===== config.mk =====
export PLATFORM = sky130hd
export DESIGN_NAME = ar_read_scheduler_flat
export DESIGN_NICKNAME = d
export VERILOG_FILES = /design/src/rtl/ar_read_scheduler_if.sv /design/src/rtl/ar_read_scheduler.sv /design/src/flat_wrapper.sv
export SDC_FILE = /design/constraint.sdc
export NUM_CORES = 1
export LEC_CHECK = 0
export CAP_MARGIN = 20
export CORE_MARGIN = 4
export CORE_UTILIZATION = 25
export DETAILED_ROUTE_END_ITERATION = 10
export HOLD_SLACK_MARGIN = 0.08
export PLACE_DENSITY = 0.62
export SYNTH_ARGS = -nofsm -noshare
export SYNTH_HDL_FRONTEND = slang
export SYNTH_SLANG_ARGS = --single-unit

===== constraint.sdc =====
create_clock -name ACLK -period 1.8 [get_ports ACLK]
set_input_delay 0.36 -clock ACLK [delete_from_list [all_inputs] [get_ports ACLK]]
set_output_delay 0.36 -clock ACLK [all_outputs]
set_load 0.02 [all_outputs]

===== src/rtl/ar_read_scheduler_if.sv =====
// rtl/ar_read_scheduler_if.sv - AR request, slave AR handshake and master R status bundle for the read scheduler
interface ar_read_scheduler_if;
  localparam int AXI_ID_BITS   = 4;
  localparam int AXI_IDS_BITS  = 8;
  localparam int AXI_ADDR_BITS = 32;
  localparam int AXI_LEN_BITS  = 4;
  localparam int AXI_SIZE_BITS = 3;

  // Master-side AR channels
  logic [AXI_ID_BITS-1:0]   ARID_M0,    ARID_M1;
  logic [AXI_ADDR_BITS-1:0] ARADDR_M0,  ARADDR_M1;
  logic [AXI_LEN_BITS-1:0]  ARLEN_M0,   ARLEN_M1;
  logic [AXI_SIZE_BITS-1:0] ARSIZE_M0,  ARSIZE_M1;
  logic [1:0]               ARBURST_M0, ARBURST_M1;
  logic                     ARVALID_M0, ARVALID_M1;
  logic                     ARREADY_M0, ARREADY_M1;

  // Shared slave-side AR payload
  logic [AXI_IDS_BITS-1:0]  ARID_S;
  logic [AXI_ADDR_BITS-1:0] ARADDR_S;
  logic [AXI_LEN_BITS-1:0]  ARLEN_S;
  logic [AXI_SIZE_BITS-1:0] ARSIZE_S;
  logic [1:0]               ARBURST_S;

  // Per-slave AR handshake
  logic ARVALID_S0, ARVALID_S1, ARVALID_S2, ARVALID_S4, ARVALID_DEFAULT;
  logic ARREADY_S0, ARREADY_S1, ARREADY_S2, ARREADY_S4, ARREADY_DEFAULT;

  // Master-side R channel observation
  logic RVALID_M0, RVALID_M1;
  logic RREADY_M0, RREADY_M1;
  logic RLAST_M0,  RLAST_M1;

  // Selection published to the R mux
  logic [4:0] SLAVE_SEL;
  logic       MASTER_SEL;
  logic       BUSY;
  logic       LEN_ERR;

  // Environment view: masters, slaves and R mux around the scheduler
  modport master (
    output ARID_M0, ARID_M1, ARADDR_M0, ARADDR_M1, ARLEN_M0, ARLEN_M1,
           ARSIZE_M0, ARSIZE_M1, ARBURST_M0, ARBURST_M1, ARVALID_M0, ARVALID_M1,
           ARREADY_S0, ARREADY_S1, ARREADY_S2, ARREADY_S4, ARREADY_DEFAULT,
           RVALID_M0, RVALID_M1, RREADY_M0, RREADY_M1, RLAST_M0, RLAST_M1,
    input  ARREADY_M0, ARREADY_M1, ARID_S, ARADDR_S, ARLEN_S, ARSIZE_S, ARBURST_S,
           ARVALID_S0, ARVALID_S1, ARVALID_S2, ARVALID_S4, ARVALID_DEFAULT,
           SLAVE_SEL, MASTER_SEL, BUSY, LEN_ERR
  );

  // Scheduler view
  modport slave (
    input  ARID_M0, ARID_M1, ARADDR_M0, ARADDR_M1, ARLEN_M0, ARLEN_M1,
           ARSIZE_M0, ARSIZE_M1, ARBURST_M0, ARBURST_M1, ARVALID_M0, ARVALID_M1,
           ARREADY_S0, ARREADY_S1, ARREADY_S2, ARREADY_S4, ARREADY_DEFAULT,
           RVALID_M0, RVALID_M1, RREADY_M0, RREADY_M1, RLAST_M0, RLAST_M1,
    output ARREADY_M0, ARREADY_M1, ARID_S, ARADDR_S, ARLEN_S, ARSIZE_S, ARBURST_S,
           ARVALID_S0, ARVALID_S1, ARVALID_S2, ARVALID_S4, ARVALID_DEFAULT,
           SLAVE_SEL, MASTER_SEL, BUSY, LEN_ERR
  );
endinterface


===== src/rtl/ar_read_scheduler.sv =====
// rtl/ar_read_scheduler.sv - round-robin AR arbiter with address decode and single-outstanding read sequencing
module ar_read_scheduler (
  input  logic               ACLK,
  input  logic               ARESET,
  ar_read_scheduler_if.slave bus
);

  typedef enum logic [1:0] {
    IDLE = 2'd0,
    ADDR = 2'd1,
    DATA = 2'd2
  } state_t;

  state_t      state_q, state_d;
  logic        rr_q, rr_d;          // 1 = M1 wins a tie
  logic        owner_q, owner_d;    // 0 = M0
  logic [4:0]  slave_q, slave_d;    // {DEFAULT,S4,S2,S1,S0}
  logic [3:0]  id_q, id_d;
  logic [31:0] addr_q, addr_d;
  logic [3:0]  len_q, len_d;
  logic [2:0]  size_q, size_d;
  logic [1:0]  burst_q, burst_d;
  logic [3:0]  cnt_q, cnt_d;        // non-last beats seen so far
  logic        len_err_q, len_err_d;

  logic        gnt_m0, gnt_m1, grant_en;
  logic [31:0] req_addr;
  logic        sel_ready;
  logic        beat, beat_last;

  // Address map: S0 16 KiB at 0, S1/S2 64 KiB windows, S4 2 MiB at 0x2000_0000
  function automatic logic [4:0] decode(input logic [31:0] a);
    logic [4:0] sel;
    if (a[31:14] == 18'h0)
      sel = 5'b00001;
    else if (a[31:16] == 16'h0001)
      sel = 5'b00010;
    else if (a[31:16] == 16'h0002)
      sel = 5'b00100;
    else if (a[31:21] == 11'h100)
      sel = 5'b01000;
    else
      sel = 5'b10000;
    return sel;
  endfunction

  // Tie goes to the master named by rr_q; a lone requester always wins
  always_comb begin
    gnt_m1   = bus.ARVALID_M1 & (~bus.ARVALID_M0 | rr_q);
    gnt_m0   = bus.ARVALID_M0 & ~gnt_m1;
    grant_en = (state_q == IDLE) & ~ARESET;
    req_addr = gnt_m1 ? bus.ARADDR_M1 : bus.ARADDR_M0;
  end

  // Selected-slave ready and owner R beat qualification
  always_comb begin
    sel_ready = |(slave_q & {bus.ARREADY_DEFAULT, bus.ARREADY_S4, bus.ARREADY_S2,
                             bus.ARREADY_S1, bus.ARREADY_S0});
    if (owner_q) begin
      beat      = bus.RVALID_M1 & bus.RREADY_M1;
      beat_last = bus.RLAST_M1;
    end else begin
      beat      = bus.RVALID_M0 & bus.RREADY_M0;
      beat_last = bus.RLAST_M0;
    end
  end

  // Next-state for the FSM and all latched request fields
  always_comb begin
    state_d   = state_q;
    rr_d      = rr_q;
    owner_d   = owner_q;
    slave_d   = slave_q;
    id_d      = id_q;
    addr_d    = addr_q;
    len_d     = len_q;
    size_d    = size_q;
    burst_d   = burst_q;
    cnt_d     = cnt_q;
    len_err_d = 1'b0;
    case (state_q)
      IDLE: begin
        if (gnt_m0 | gnt_m1) begin
          owner_d = gnt_m1;
          rr_d    = gnt_m0;
          slave_d = decode(req_addr);
          id_d    = gnt_m1 ? bus.ARID_M1    : bus.ARID_M0;
          addr_d  = req_addr;
          len_d   = gnt_m1 ? bus.ARLEN_M1   : bus.ARLEN_M0;
          size_d  = gnt_m1 ? bus.ARSIZE_M1  : bus.ARSIZE_M0;
          burst_d = gnt_m1 ? bus.ARBURST_M1 : bus.ARBURST_M0;
          cnt_d   = 4'd0;
          state_d = ADDR;
        end
      end
      ADDR: begin
        if (sel_ready)
          state_d = DATA;
      end
      DATA: begin
        if (beat) begin
          if (beat_last) begin
            len_err_d = (cnt_q != len_q);
            state_d   = IDLE;
          end else begin
            len_err_d = (cnt_q == len_q);
            if (cnt_q != 4'hF)
              cnt_d = cnt_q + 4'd1;
          end
        end
      end
      default: state_d = IDLE;
    endcase
  end

  // State registers; reset aborts any transaction without a length error
  always_ff @(posedge ACLK) begin
    if (ARESET) begin
      state_q   <= IDLE;
      rr_q      <= 1'b0;
      owner_q   <= 1'b0;
      slave_q   <= 5'b0;
      id_q      <= 4'b0;
      addr_q    <= 32'b0;
      len_q     <= 4'b0;
      size_q    <= 3'b0;
      burst_q   <= 2'b0;
      cnt_q     <= 4'b0;
      len_err_q <= 1'b0;
    end else begin
      state_q   <= state_d;
      rr_q      <= rr_d;
      owner_q   <= owner_d;
      slave_q   <= slave_d;
      id_q      <= id_d;
      addr_q    <= addr_d;
      len_q     <= len_d;
      size_q    <= size_d;
      burst_q   <= burst_d;
      cnt_q     <= cnt_d;
      len_err_q <= len_err_d;
    end
  end

  assign bus.ARREADY_M0 = grant_en & gnt_m0;
  assign bus.ARREADY_M1 = grant_en & gnt_m1;

  assign bus.ARID_S    = {3'b000, owner_q, id_q};
  assign bus.ARADDR_S  = addr_q;
  assign bus.ARLEN_S   = len_q;
  assign bus.ARSIZE_S  = size_q;
  assign bus.ARBURST_S = burst_q;

  assign bus.ARVALID_S0      = (state_q == ADDR) & slave_q[0];
  assign bus.ARVALID_S1      = (state_q == ADDR) & slave_q[1];
  assign bus.ARVALID_S2      = (state_q == ADDR) & slave_q[2];
  assign bus.ARVALID_S4      = (state_q == ADDR) & slave_q[3];
  assign bus.ARVALID_DEFAULT = (state_q == ADDR) & slave_q[4];

  assign bus.BUSY       = (state_q != IDLE);
  assign bus.SLAVE_SEL  = (state_q != IDLE) ? slave_q : 5'b0;
  assign bus.MASTER_SEL = owner_q;
  assign bus.LEN_ERR    = len_err_q;

endmodule


===== src/flat_wrapper.sv =====
// flat-port wrapper written by rule: the top's interface ports become plain ports
module ar_read_scheduler_flat 
  (ACLK, ARESET, bus_ARID_M0, bus_ARID_M1, bus_ARADDR_M0, bus_ARADDR_M1, bus_ARLEN_M0, bus_ARLEN_M1, bus_ARSIZE_M0, bus_ARSIZE_M1, bus_ARBURST_M0, bus_ARBURST_M1, bus_ARVALID_M0, bus_ARVALID_M1, bus_ARREADY_S0, bus_ARREADY_S1, bus_ARREADY_S2, bus_ARREADY_S4, bus_ARREADY_DEFAULT, bus_RVALID_M0, bus_RVALID_M1, bus_RREADY_M0, bus_RREADY_M1, bus_RLAST_M0, bus_RLAST_M1, bus_ARREADY_M0, bus_ARREADY_M1, bus_ARID_S, bus_ARADDR_S, bus_ARLEN_S, bus_ARSIZE_S, bus_ARBURST_S, bus_ARVALID_S0, bus_ARVALID_S1, bus_ARVALID_S2, bus_ARVALID_S4, bus_ARVALID_DEFAULT, bus_SLAVE_SEL, bus_MASTER_SEL, bus_BUSY, bus_LEN_ERR);
  ar_read_scheduler_if bus_i ();
  input  logic ACLK;
  input  logic ARESET;
  input wire logic [$bits(bus_i.ARID_M0)-1:0] bus_ARID_M0;
  input wire logic [$bits(bus_i.ARID_M1)-1:0] bus_ARID_M1;
  input wire logic [$bits(bus_i.ARADDR_M0)-1:0] bus_ARADDR_M0;
  input wire logic [$bits(bus_i.ARADDR_M1)-1:0] bus_ARADDR_M1;
  input wire logic [$bits(bus_i.ARLEN_M0)-1:0] bus_ARLEN_M0;
  input wire logic [$bits(bus_i.ARLEN_M1)-1:0] bus_ARLEN_M1;
  input wire logic [$bits(bus_i.ARSIZE_M0)-1:0] bus_ARSIZE_M0;
  input wire logic [$bits(bus_i.ARSIZE_M1)-1:0] bus_ARSIZE_M1;
  input wire logic [$bits(bus_i.ARBURST_M0)-1:0] bus_ARBURST_M0;
  input wire logic [$bits(bus_i.ARBURST_M1)-1:0] bus_ARBURST_M1;
  input wire logic [$bits(bus_i.ARVALID_M0)-1:0] bus_ARVALID_M0;
  input wire logic [$bits(bus_i.ARVALID_M1)-1:0] bus_ARVALID_M1;
  input wire logic [$bits(bus_i.ARREADY_S0)-1:0] bus_ARREADY_S0;
  input wire logic [$bits(bus_i.ARREADY_S1)-1:0] bus_ARREADY_S1;
  input wire logic [$bits(bus_i.ARREADY_S2)-1:0] bus_ARREADY_S2;
  input wire logic [$bits(bus_i.ARREADY_S4)-1:0] bus_ARREADY_S4;
  input wire logic [$bits(bus_i.ARREADY_DEFAULT)-1:0] bus_ARREADY_DEFAULT;
  input wire logic [$bits(bus_i.RVALID_M0)-1:0] bus_RVALID_M0;
  input wire logic [$bits(bus_i.RVALID_M1)-1:0] bus_RVALID_M1;
  input wire logic [$bits(bus_i.RREADY_M0)-1:0] bus_RREADY_M0;
  input wire logic [$bits(bus_i.RREADY_M1)-1:0] bus_RREADY_M1;
  input wire logic [$bits(bus_i.RLAST_M0)-1:0] bus_RLAST_M0;
  input wire logic [$bits(bus_i.RLAST_M1)-1:0] bus_RLAST_M1;
  output wire logic [$bits(bus_i.ARREADY_M0)-1:0] bus_ARREADY_M0;
  output wire logic [$bits(bus_i.ARREADY_M1)-1:0] bus_ARREADY_M1;
  output wire logic [$bits(bus_i.ARID_S)-1:0] bus_ARID_S;
  output wire logic [$bits(bus_i.ARADDR_S)-1:0] bus_ARADDR_S;
  output wire logic [$bits(bus_i.ARLEN_S)-1:0] bus_ARLEN_S;
  output wire logic [$bits(bus_i.ARSIZE_S)-1:0] bus_ARSIZE_S;
  output wire logic [$bits(bus_i.ARBURST_S)-1:0] bus_ARBURST_S;
  output wire logic [$bits(bus_i.ARVALID_S0)-1:0] bus_ARVALID_S0;
  output wire logic [$bits(bus_i.ARVALID_S1)-1:0] bus_ARVALID_S1;
  output wire logic [$bits(bus_i.ARVALID_S2)-1:0] bus_ARVALID_S2;
  output wire logic [$bits(bus_i.ARVALID_S4)-1:0] bus_ARVALID_S4;
  output wire logic [$bits(bus_i.ARVALID_DEFAULT)-1:0] bus_ARVALID_DEFAULT;
  output wire logic [$bits(bus_i.SLAVE_SEL)-1:0] bus_SLAVE_SEL;
  output wire logic [$bits(bus_i.MASTER_SEL)-1:0] bus_MASTER_SEL;
  output wire logic [$bits(bus_i.BUSY)-1:0] bus_BUSY;
  output wire logic [$bits(bus_i.LEN_ERR)-1:0] bus_LEN_ERR;
  assign bus_i.ARID_M0 = bus_ARID_M0;
  assign bus_i.ARID_M1 = bus_ARID_M1;
  assign bus_i.ARADDR_M0 = bus_ARADDR_M0;
  assign bus_i.ARADDR_M1 = bus_ARADDR_M1;
  assign bus_i.ARLEN_M0 = bus_ARLEN_M0;
  assign bus_i.ARLEN_M1 = bus_ARLEN_M1;
  assign bus_i.ARSIZE_M0 = bus_ARSIZE_M0;
  assign bus_i.ARSIZE_M1 = bus_ARSIZE_M1;
  assign bus_i.ARBURST_M0 = bus_ARBURST_M0;
  assign bus_i.ARBURST_M1 = bus_ARBURST_M1;
  assign bus_i.ARVALID_M0 = bus_ARVALID_M0;
  assign bus_i.ARVALID_M1 = bus_ARVALID_M1;
  assign bus_i.ARREADY_S0 = bus_ARREADY_S0;
  assign bus_i.ARREADY_S1 = bus_ARREADY_S1;
  assign bus_i.ARREADY_S2 = bus_ARREADY_S2;
  assign bus_i.ARREADY_S4 = bus_ARREADY_S4;
  assign bus_i.ARREADY_DEFAULT = bus_ARREADY_DEFAULT;
  assign bus_i.RVALID_M0 = bus_RVALID_M0;
  assign bus_i.RVALID_M1 = bus_RVALID_M1;
  assign bus_i.RREADY_M0 = bus_RREADY_M0;
  assign bus_i.RREADY_M1 = bus_RREADY_M1;
  assign bus_i.RLAST_M0 = bus_RLAST_M0;
  assign bus_i.RLAST_M1 = bus_RLAST_M1;
  assign bus_ARREADY_M0 = bus_i.ARREADY_M0;
  assign bus_ARREADY_M1 = bus_i.ARREADY_M1;
  assign bus_ARID_S = bus_i.ARID_S;
  assign bus_ARADDR_S = bus_i.ARADDR_S;
  assign bus_ARLEN_S = bus_i.ARLEN_S;
  assign bus_ARSIZE_S = bus_i.ARSIZE_S;
  assign bus_ARBURST_S = bus_i.ARBURST_S;
  assign bus_ARVALID_S0 = bus_i.ARVALID_S0;
  assign bus_ARVALID_S1 = bus_i.ARVALID_S1;
  assign bus_ARVALID_S2 = bus_i.ARVALID_S2;
  assign bus_ARVALID_S4 = bus_i.ARVALID_S4;
  assign bus_ARVALID_DEFAULT = bus_i.ARVALID_DEFAULT;
  assign bus_SLAVE_SEL = bus_i.SLAVE_SEL;
  assign bus_MASTER_SEL = bus_i.MASTER_SEL;
  assign bus_BUSY = bus_i.BUSY;
  assign bus_LEN_ERR = bus_i.LEN_ERR;
  ar_read_scheduler u_core (.ACLK(ACLK), .ARESET(ARESET), .bus(bus_i));
endmodule

# [Word level (Yosys, flattened, before mapping)]
# Index checks and enable logic that the tools add are counted.
[op_classes] n_bitwise=20 muxes=23 div=0 n_addsub=1 multipliers=0 reduce_logical=9 n_eq_ne=14 n_shift=0 magnitude_cmp=0
[op_table] operator="two-way mux 32 bit" count=1
[op_table] operator="two-way mux 5 bit" count=5
[op_table] operator="two-way mux 4 bit" count=6
[op_table] operator="zero test 18 bit" count=1
[op_table] operator="equality test 16 x 1 -> 1 bit, second input constant" count=1
[op_table] operator="equality test 16 x 2 -> 1 bit, second input constant" count=1
[op_table] operator="AND 1 bit" count=12
[op_table] operator="equality test 11 x 9 -> 1 bit, second input constant" count=1
[op_table] operator="two-way mux 2 bit" count=5
[op_table] operator="!= test 2 x 1 -> 1 bit, second input constant" count=4
[op_table] operator="case mux 4 bit (2 select lines)" count=1
[op_table] operator="case mux 2 bit (3 select lines)" count=1
[op_table] operator="AND 5 bit" count=1
[op_table] operator="inverter 1 bit" count=5
[op_table] operator="AND reduction 5 bit" count=1
[op_table] operator="OR reduction 5 bit" count=1
[op_table] operator="adder 4 x 1 -> 4 bit, second input constant" count=1
[op_table] operator="equality test 4 bit" count=1
[op_table] operator="!= test 2 bit, second input constant" count=2
[op_table] operator="!= test 4 bit" count=1
[op_table] operator="!= test 4 bit, second input constant" count=1
[op_table] operator="AND reduction 4 bit" count=1
[op_table] operator="nonzero test 2 bit" count=2
[op_table] operator="two-way mux 1 bit" count=3
[op_table] operator="other kinds (7)" count=8
[totals] mem_bits_ro=0 input_bits=105 regBits=59 out_inout_bits=64 n_memories=0 latch_bits=0 ramBits=0

# [Logic depth before layout (Yosys ltp)]
# Gate-level depths: netlist of run 1.
[logic_depth] depth_word=9 depth_mapped=8

# [Worst setup path after synthesis of run 1]
# OpenSTA, ideal clock, no wires.
[synth_path] path_type="reg-to-output" from="reg u_core.rr_q" to="out bus_ARREADY_M0" n_path_buf=1 required_time_ps=1440 stages_incl_launch_ff=5 setup_slack_ps=-133 arrival_ps=1573 cell_sequence="dfxtp_1 > nand2b_2 > and2_4 > clkbuf_1 > nor4b_1"
[synth_via] elab_chain_len=5
[synth_lines] item="start, declared" line_no="ar_read_scheduler.sv:15" text="logic rr_q, rr_d;"
[synth_lines] item="start signal, assigned" line_no="ar_read_scheduler.sv:132" text="rr_q <= rr_d;"
[synth_lines] item="OR 1 bit" line_no="ar_read_scheduler.sv:49" text="gnt_m1 = bus.ARVALID_M1 & (~bus.ARVALID_M0 | rr_q);"
[synth_lines] item="AND 1 bit" line_no="ar_read_scheduler.sv:49"
[synth_lines] item="inverter 1 bit" line_no="ar_read_scheduler.sv:50" text="gnt_m0 = bus.ARVALID_M0 & ~gnt_m1;"
[synth_lines] item="AND 1 bit" line_no="ar_read_scheduler.sv:50"
[synth_lines] item="AND 1 bit" line_no="ar_read_scheduler.sv:145" text="assign bus.ARREADY_M0 = grant_en & gnt_m0;"
[synth_lines] item="end, declared" line_no="flat_wrapper.sv:30" text="output wire logic [$bits(bus_i.ARREADY_M0)-1:0] bus_ARREADY_M0;"
# No other way between the ends.

# [Worst setup path in the final report of run 1]
[layout_path] from="in bus_ARVALID_M1" to="out bus_ARREADY_M0"
[layout_via] elab_chain_len=4
[layout_lines] item="start, declared" line_no="flat_wrapper.sv:18" text="input wire logic [$bits(bus_i.ARVALID_M1)-1:0] bus_ARVALID_M1;"
[layout_lines] item="AND 1 bit" line_no="ar_read_scheduler.sv:49"
[layout_lines] item="inverter 1 bit" line_no="ar_read_scheduler.sv:50"
[layout_lines] item="AND 1 bit" line_no="ar_read_scheduler.sv:50"
[layout_lines] item="AND 1 bit" line_no="ar_read_scheduler.sv:145"
# No other way between the ends.

==> metrics.csv, run 1 <==
metric,value,unit
grt_usage,15.1,%
start_util,25.7,%
hpwl,7910,um
fin_area,5320,um^2
setup-tns-final,0,ns
worstSetupPathType,input port to output pin,
path_max_fanout,3,
htree_num_levels,3,
synth_edf_count,0,
n_fill_cell,1247,
hold_class,input port to flip-flop,
clockRootBuffer,clkbuf_16,
p_leak,2.06,nW
io_pins,169,
fin_skew,0.00857,ns
ys_types,49,
grt_max_degree,60,
grt_pass1_wl,17300,um
maxSlewHeadroom,55.1,%
synth_top_flop_cell,dfxtp_1,
drt_iter0_markers,121,
coreArea,12100,um^2
setup_violations,0,
clock_sinks,59,
layout.nets,673,
yosys_register_bits,59,
power,4.79,mW
outcome,"finished, final reports clean",
finalCritPeriodShare,96.8,%
final_max_slew_viol_count,0,
worstPathRequired,1.44,ns
crit_arrival,1.38,ns
clockBufferDepth,2,
port_buffers,165,
hold_violations,0,
tritoncts,done,
wl_per_cell,14.5,um
diodes,0,
postCtsHoldBufs,0,
grt_use_met1,17.1,%
num_rows,40,
grt_setup_unrepaired,true,
drt_pass1_iterations,4,
fmax,574,MHz
place.gp.congestion,0.816,
clk_latency,0.33,ns
grt_overflow,0,
max_slew.worst_pin.slew,0.674,ns
syn_inst,387,
syn_area,3120,um^2
die_w,120,um
drive_gt1_share,14.4,%
mostFrequentLayoutCells,"clkdlybuf4s50_1, nand2_1, dfxtp_1",
ys_seq_area_share,37.9,%
ant_nets,0,
area_growth,70.8,%
grt-busiest-layer,met2,
layout_commonest_cell,clkdlybuf4s50_1,
irDropWorstVdd,0.423,mV
die_h,120,um
drt_wl_total,10700,um
via_per_inst,4.61,
placed_area,5060,um^2
synthArstFlopShare,0,%
power.density,900,nW/um^2
grt_pass1_vias,3435,
start_kind,input port,
vias,3400,
clkSlewWorstSetupHoldPaths,0.05,ns
syn-mean-instance-area,8.05,um^2
ys_warn_count,0,
grt_use_met2,25.4,%
drc,0,
critPathCaptureType,output pin,
cap_violations,0,
period_needed,1.74,ns
use_met3,6.41,%
antenna_found_initial,0,
cts_buffers,9,
die_area,14300,um^2
-- worst max-delay path: stages --
cell and delay [ns]:
clkdlybuf4s50_1 0.46, and2_4 0.17, nor4b_2 0.21, buf_4 0.18
-- power breakdown --
group	leakage, nW	total (mW)	internal [mW]	switching [mW]
Clock	0.122	1.49	0.943	0.548
Combinational	1.45	1.68	0.837	0.846
Sequential	0.489	1.62	1.50	0.118
-- metrics by stage --
| stage | cells | setup WS (ns) | utilization, % | hold slack [ns] |
|---|---|---|---|---|
| global placement | 723 | -0.487 | 41.7 | 0.457 |
| global route | 737 | -0.00619 | 43.9 | 0.479 |
| floorplan | 389 | 0.138 | - | 0.449 |
| CTS | 736 | 0.0000330 | 43.8 | 0.471 |
| finish | 737 | 0.0567 | 43.9 | 0.460 |
| detailed placement | 723 | -0.503 | 41.7 | 0.464 |
-- final timing paths --
check / from / end / slack [ns] / cells after the start
max: bus_ARVALID_M1 / bus_ARREADY_M0 / 0.06 / 4
max reg2reg: u_core.rr_q / u_core.bus.ARADDR_S[3] / 0.15 / 7
min reg2reg: u_core.bus.ARADDR_S[29] / u_core.bus.ARADDR_S[29] / 0.46 / 2
min: bus_ARADDR_M1[18] / u_core.bus.ARADDR_S[18] / 0.46 / 4
-- flip-flops by register name (all words and copies together) (netlist names), 2 cells and up --
signal                flops
u_core.cnt_q              4
u_core.id_q               4
u_core.state_q            2
u_core.bus.ARADDR_S      32
u_core.bus.ARLEN_S        4
u_core.slave_q            5
u_core.bus.ARBURST_S      2
u_core.bus.ARSIZE_S       3
-- cell usage after synthesis (2+ instances only) --
cell | number | area (um^2)
buf_2 | 12 | 60.1
buf_4 | 10 | 75.1
o211ai_1 | 3 | 22.5
nor2b_1 | 2 | 12.5
nand3_1 | 8 | 40.0
mux2i_1 | 2 | 20.0
nor2_1 | 53 | 199
o21ai_0 | 6 | 30.0
dfxtp_1 | 59 | 1180
and3_1 | 2 | 12.5
buf_6 | 4 | 45.0
a311oi_1 | 45 | 394
or3_1 | 2 | 12.5
a31oi_1 | 2 | 12.5
nor4_1 | 5 | 31.3
nor4b_1 | 2 | 17.5
nor4b_2 | 2 | 30.0
nand4_1 | 2 | 12.5
clkbuf_1 | 6 | 22.5
xnor2_1 | 7 | 61.3
a21oi_1 | 10 | 50.1
nor2_8 | 2 | 40.0
a22oi_1 | 3 | 22.5
nand2_1 | 97 | 364
and2_1 | 10 | 62.6
nor3_1 | 5 | 25.0
nand3b_1 | 2 | 15.0
or4_4 | 2 | 22.5
nand2b_1 | 2 | 12.5
-- cell type report --
| type | instances | area [um^2] | share of cell area (%) |
|---|---|---|---|
| Timing Repair Buffer | 199 | 1890 | 35.6 |
| Multi-Input combinational cell | 297 | 1780 | 33.4 |
| Sequential cell | 59 | 1190 | 22.3 |
| Clock buffer | 13 | 250 | 4.70 |
| Tap cell | 168 | 210 | 3.95 |
| Inverter | 1 | 6.26 | 0.118 |
-- cell families (layout without fill, tap and decap cells) --
kind of cell / after synthesis / in the layout / synth area share [%]
other cells: 1 / 3 / 0.120
fa+ha+maj: 1 / 1 / 0.402
flops: 59 / 59 / 37.9
compound gates: 75 / 75 / 19.1
buf+inv: 33 / 213 / 6.71
xor+xnor: 7 / 7 / 1.97
mux: 4 / 4 / 1.73
simple gates: 207 / 207 / 32.0
-- per-layer routing --
layer	share of wire (%)	vias to the layer above
met5	0	-
met4	1.3	0
met3	8.5	9
met2	49	118
met1	42	1541
li1	-	1732
-- repair_timing --
action | 4_1_cts | 5_1_grt
endpoints found under the setup margin | 36 | 14
resized for setup | 40 | 17
buffers inserted | 0 | 1
pin swaps | 0 | 3
Power figures use the tool's default switching activity.
==> run 2, diff against run 1 <==
--- a/config.mk
+++ b/config.mk
@@ -6,7 +6,7 @@
 export NUM_CORES = 1
 export LEC_CHECK = 0
 export CAP_MARGIN = 20
-export CORE_MARGIN = 4
+export CORE_MARGIN = 2
 export CORE_UTILIZATION = 25
 export DETAILED_ROUTE_END_ITERATION = 10
 export HOLD_SLACK_MARGIN = 0.08
==> run 2 against run 1 <==
  * Routed wire length fell by 2.5%
  * Critical path depth did not move
  * Non-clock buffer count rose by 1
  * Critical endpoint is now bus_ARVALID_S1
  * Largest power group is now the clock network
  * Die area fell by 6.6%
  * Clock skew rose by 0.0015 ns
  * Total power rose by 8.5%
  * Clock power rose by 26%
  * Sequential power barely moved
  * Clock-buffer cell count fell by 1
==> metrics.csv, run 2 (synthesis results as in run 1) <==
metric,value,unit,change
final_max_slew_viol_count,0,,unchanged
met1_length,4290,um,-3.7%
hold_ws,0.463,ns,+0.00365 ns
fmax,574,MHz,about the same
vias,3455,,+1.6%
tritoncts,done,,
die_h,116,um,-3.3%
critPathLaunch,u_core.state_q[0],,
port_buffers,165,,unchanged
period_needed,1.74,ns,-0.00131 ns
postCtsHoldBufs,0,,unchanged
grt_usage,15.1,%,+0.020 points
coreArea,12100,um^2,unchanged
start_util,25.7,%,unchanged
cap_violations,0,,unchanged
wl_per_cell,14.0,um,-3.0%
drt_wl_total,10400,um,-2.5%
antenna_found_initial,0,,unchanged
fin_area,5410,um^2,+1.7%
irDropWorstVdd,0.394,mV,-6.9%
hold_violations,0,,unchanged
crit_arrival,1.38,ns,about the same
num_rows,40,,unchanged
layout.nets,674,,+0.15%
htree_num_levels,3,,unchanged
finalCritPeriodShare,96.8,%,about the same
dp_cells,724,,+0.14%
hold_class,flip-flop to flip-flop,,
top_layer_used,met4,,
drive_gt1_share,15.5,%,+1.1 points
clkSlewWorstSetupHoldPaths,0.06,ns,about the same
cts_buffers,9,,unchanged
start_kind,flip-flop,,
worstPathRequired,1.44,ns,about the same
instances_no_fill,741,,+0.54%
place.gp.congestion,0.717,,-12%
wl_met2,5160,um,-0.29%
max_slew.worst_pin.slew,0.661,ns,-0.0125 ns
largest_reg_flops,32,,unchanged
hpwl,7630,um,-3.5%
layout_commonest_cell,clkdlybuf4s50_1,,
area_growth,73.7,%,
rr_startpoint,u_core.rr_q,,
maxSlewHeadroom,55.9,%,+0.83 points
io_pins,169,,unchanged
place_ws,-0.513,ns,-0.00997 ns
outcome,"finished, final reports clean",,
final_util,44.7,%,+0.73 points
worstSetupPathType,flip-flop to output pin,,
mostFrequentLayoutCells,"clkdlybuf4s50_1, nand2_1, dfxtp_1",,
grt_pass1_wl,16000,um,-7.1%
grt_overflow,0,,unchanged
path_max_fanout,7,,+4
die_area,13400,um^2,-6.6%
clk_latency,0.32,ns,about the same
drt_iter0_markers,128,,+5.8%
power,5.20,mW,+8.5%
critPathCaptureType,output pin,,
power.density,961,nW/um^2,+6.7%
ant_nets,0,,unchanged
clockBufferDepth,2,,unchanged
placed_area,5060,um^2,+0.15%
via_per_inst,4.66,,+1.1%
drc,0,,unchanged
setup_violations,0,,unchanged
finalWorstSetupSlack,0.0580,ns,+0.00131 ns
n_fill_cell,1237,,-0.80%
hold_start,u_core.bus.ARADDR_S[29],,
clock_sinks,59,,unchanged
clockRootBuffer,clkbuf_16,,
fin_skew,0.0101,ns,+0.00153 ns
p_leak,2.09,nW,+1.4%
die_w,116,um,-3.3%
grt_max_degree,60,,unchanged
drt_pass1_iterations,4,,unchanged
diodes,0,,unchanged
setup-tns-final,0,ns,unchanged
dr_wl_met3,848,um,-6.1%
grt_pass1_vias,3431,,-0.12%
## run 2: final cells by class
class	instances	area, um^2	share of cell area [%]
Clock buffer	12	256	4.74
Clock inverter	4	72.6	1.34
Sequential cell	59	1180	21.9
Timing Repair Buffer	200	1900	35.2
Inverter	1	6.26	0.116
Multi-Input combinational cell	297	1780	32.8
Tap cell	168	210	3.89
## run 2: worst paths after layout
kind | end | slack [ns] | cells past startpoint
worst min-delay path | u_core.bus.ARADDR_S[29] | 0.46 | 2
worst max register to register | u_core.slave_q[4] | 0.18 | 7
worst max-delay path | bus_ARVALID_S1 | 0.06 | 4
worst min register to register | u_core.bus.ARADDR_S[29] | 0.46 | 2
## run 2: power breakdown
part	internal, mW	switching [mW]	total (mW)	leakage [nW]
logic	0.851	0.851	1.70	1.44
registers	1.50	0.119	1.62	0.489
clock network	1.28	0.596	1.88	0.159
## run 2: timing repair
action	CTS	global route
endpoints found under the setup margin	37	13
buffers inserted	0	1
gates resized for setup	43	17
pin swaps	0	1
## run 2: layer usage
layer	vias to the layer above	track usage, %
met2	123	26.5
met4	0	4.29
met3	8	5.13
met1	1582	17.6
met5	-	0
li1	1742	-
## run 2: worst max-delay path, cell delays in order (launching register included)
cell	delay [ns]
dfxtp_2	0.38
nor2b_1	0.15
buf_4	0.14
and2_1	0.13
clkdlybuf4s15_2	0.26
==> run 3, diff against run 2 <==
--- a/config.mk
+++ b/config.mk
@@ -10,7 +10,7 @@
 export CORE_UTILIZATION = 25
 export DETAILED_ROUTE_END_ITERATION = 10
 export HOLD_SLACK_MARGIN = 0.08
-export PLACE_DENSITY = 0.62
+export PLACE_DENSITY = 0.56
 export SYNTH_ARGS = -nofsm -noshare
 export SYNTH_HDL_FRONTEND = slang
 export SYNTH_SLANG_ARGS = --single-unit
==> run 3 against run 2 <==
  * Critical path depth down 3
  * Die area unchanged
  * Via count down 2.3%
  * Clock power down 16%
  * Sequential share of layout area up 0.11 points
  * Setup slack better by 0.017 ns
  * Worst hold slack worse by 0.093 ns
  * Clock-buffer cell count up 2
  * Global-route usage up 0.42 points
  * Largest cell class unchanged
  * Highest routed layer unchanged
==> metrics.csv, run 3 (synthesis results as in run 1) <==
metric,value,unit,change
outcome,"finished, final reports clean",,
worstPathRequired,1.44,ns,about the same
seqPwrFrac,32.9,%,+1.8 points
clock_sinks,59,,unchanged
via_per_inst,4.56,,-2.3%
start_kind,flip-flop,,
power.density,911,nW/um^2,-5.1%
r2r-end,u_core.slave_q[4],,
power,4.91,mW,-5.5%
fmax,580,MHz,+0.97%
clockRootBuffer,clkbuf_16,,
period_needed,1.73,ns,-0.0167 ns
tritoncts,done,,
clk_latency,0.33,ns,about the same
area_growth,73.0,%,
clkSlewWorstSetupHoldPaths,0.05,ns,about the same
cts_setup_buffers,0,,unchanged
diodes,0,,unchanged
critPathCaptureType,output pin,,
crit_slowest_cell,clkdlybuf4s50_1,,
place.gp.congestion,0.797,,+11%
r2r_slack,0.16,ns,-0.02 ns
drt_pass1_iterations,4,,unchanged
die_h,116,um,unchanged
n_fill_cell,1253,,+1.3%
p_sw,1.55,mW,-0.88%
ant_nets,0,,unchanged
dr_wl_met3,784,um,-7.5%
hold_start,bus_ARADDR_M0[25],,
vias,3376,,-2.3%
drt_wl_total,10400,um,+0.46%
setup_violations,0,,unchanged
p_int,3.36,mW,-7.5%
drc,0,,unchanged
hold_class,input port to flip-flop,,
layout_commonest_cell,clkdlybuf4s50_1,,
maxSlewHeadroom,56.1,%,+0.22 points
worst-path-buf-inv,1,,-1
wl_met2,5050,um,-2.0%
place_ws,-0.522,ns,-0.00903 ns
num_rows,40,,unchanged
cap_violations,0,,unchanged
postCtsHoldBufs,0,,unchanged
wl_per_cell,14.1,um,+0.46%
finalWorstSetupSlack,0.0747,ns,+0.0167 ns
drt_iter0_markers,85,,-34%
grt_usage,15.5,%,+0.42 points
worstRegToRegCells,6,,-1
grt_pass1_wl,16300,um,+1.6%
hold_end,u_core.bus.ARADDR_S[25],,
hold_violations,0,,unchanged
power_frac_comb,34.9,%,+2.2 points
grt_max_degree,60,,unchanged
swShare,31.6,%,+1.5 points
htree_num_levels,3,,unchanged
finalCritPeriodShare,95.8,%,-0.93 points
cts_buffers,9,,unchanged
p_leak,2.13,nW,+2.0%
io_pins,169,,unchanged
max_slew.worst_pin.slew,0.658,ns,-0.00334 ns
cpPeakStageDelay,0.63,ns,+0.25 ns
drive_gt1_share,14.0,%,-1.6 points
rr_startpoint,u_core.rr_q,,
worstSetupPathType,flip-flop to output pin,,
grt_setup_unrepaired,false,,
top_layer_used,met4,,
coreArea,12100,um^2,unchanged
holdPathStages,3,,+1
met1_length,4500,um,+5.0%
clockBufferDepth,2,,unchanged
crit_family,buffers and inverters,,
grt_pass1_vias,3366,,-1.9%
layout.nets,674,,unchanged
hpwl,7680,um,+0.70%
irDropWorstVdd,0.456,mV,+16%
worstPathCellList,clkdlybuf4s50_1,,
start_util,25.7,%,unchanged
crit_arrival,1.37,ns,about the same
path_max_fanout,3,,-4
port_buffers,165,,unchanged
final_max_slew_viol_count,0,,unchanged
grt_overflow,0,,unchanged
fin_skew,0.00614,ns,-0.00396 ns
die_area,13400,um^2,unchanged
die_w,116,um,unchanged
p_clk_share,32.2,%,-4.0 points
largest_reg_flops,32,,unchanged
antenna_found_initial,0,,unchanged
mostFrequentLayoutCells,"clkdlybuf4s50_1, nand2_1, dfxtp_1",,
-- run 3: cell count changes in the layout (fill, tap and decap cells not counted), sizes merged, moves of 2 or more --
| cell | change |
|---|---|
| bufinv | -2 |
| clkbuf | -3 |
| clkdlybuf4s50 | -6 |
| dlygate4sd2 | +6 |
| dlymetal6s2s | +5 |
-- run 3: cell type report --
type | count | area, um^2 | area share, %
flip-flops and latches | 59 | 1190 | 22.0
clock buffers | 14 | 264 | 4.90
repair buffers | 200 | 1940 | 36.0
well taps | 168 | 210 | 3.90
inverters | 1 | 6.26 | 0.116
multi-input cells | 297 | 1770 | 32.9
clock inverters | 2 | 10.0 | 0.186
-- run 3: worst max-delay path by stage --
| stage | start | end | depth (start not counted) |
|---|---|---|---|
| floorplan | u_core.rr_q | bus_ARREADY_M0 | 4 |
| global placement | bus_ARVALID_M0 | bus_ARREADY_M0 | 5 |
| detailed placement | bus_ARVALID_M0 | bus_ARREADY_M0 | 5 |
| CTS | u_core.state_q[0] | bus_ARVALID_S1 | 4 |
| global route | u_core.state_q[0] | bus_ARVALID_DEFAULT | 4 |
| finish | u_core.bus.ARLEN_S[2] | bus_ARLEN_S[2] | 1 |
-- run 3: metal layers --
metal,global-route usage [%],vias to the layer above
li1,-,1732
met1,18.0,1533
met2,27.0,102
met3,5.65,9
met4,4.52,0
met5,0,-
-- run 3: stage by stage --
step           hold WS [ns]  area [um^2]  setup TNS (ns)  util [%]  instances
4_1_cts               0.466         5360               0      44.3        741
3_5_place_dp          0.460         5100          -14.82      42.1        725
5_1_grt               0.388         5390               0      44.5        741
2_1_floorplan         0.449         3130               0         -        389
3_3_place_gp          0.454         5100          -13.22      42.1        725
6_report              0.371         5390               0      44.5        741
-- run 3: power by group through the flow --
stage | combinational, mW | sequential [mW] | clock (mW)
after floorplan | 0.676 | 1.83 | 0
after global placement | 1.73 | 1.64 | 0
after detailed placement | 1.73 | 1.64 | 0
after CTS | 1.73 | 1.62 | 1.64
after global routing | 1.86 | 1.64 | 1.68
final | 1.71 | 1.62 | 1.58
-- run 3: what timing repair did --
| item | 4_1_cts | 5_1_grt |
|---|---|---|
| resized for setup | 37 | 16 |
| setup endpoints to repair | 20 | 10 |
| pin swaps | 0 | 3 |
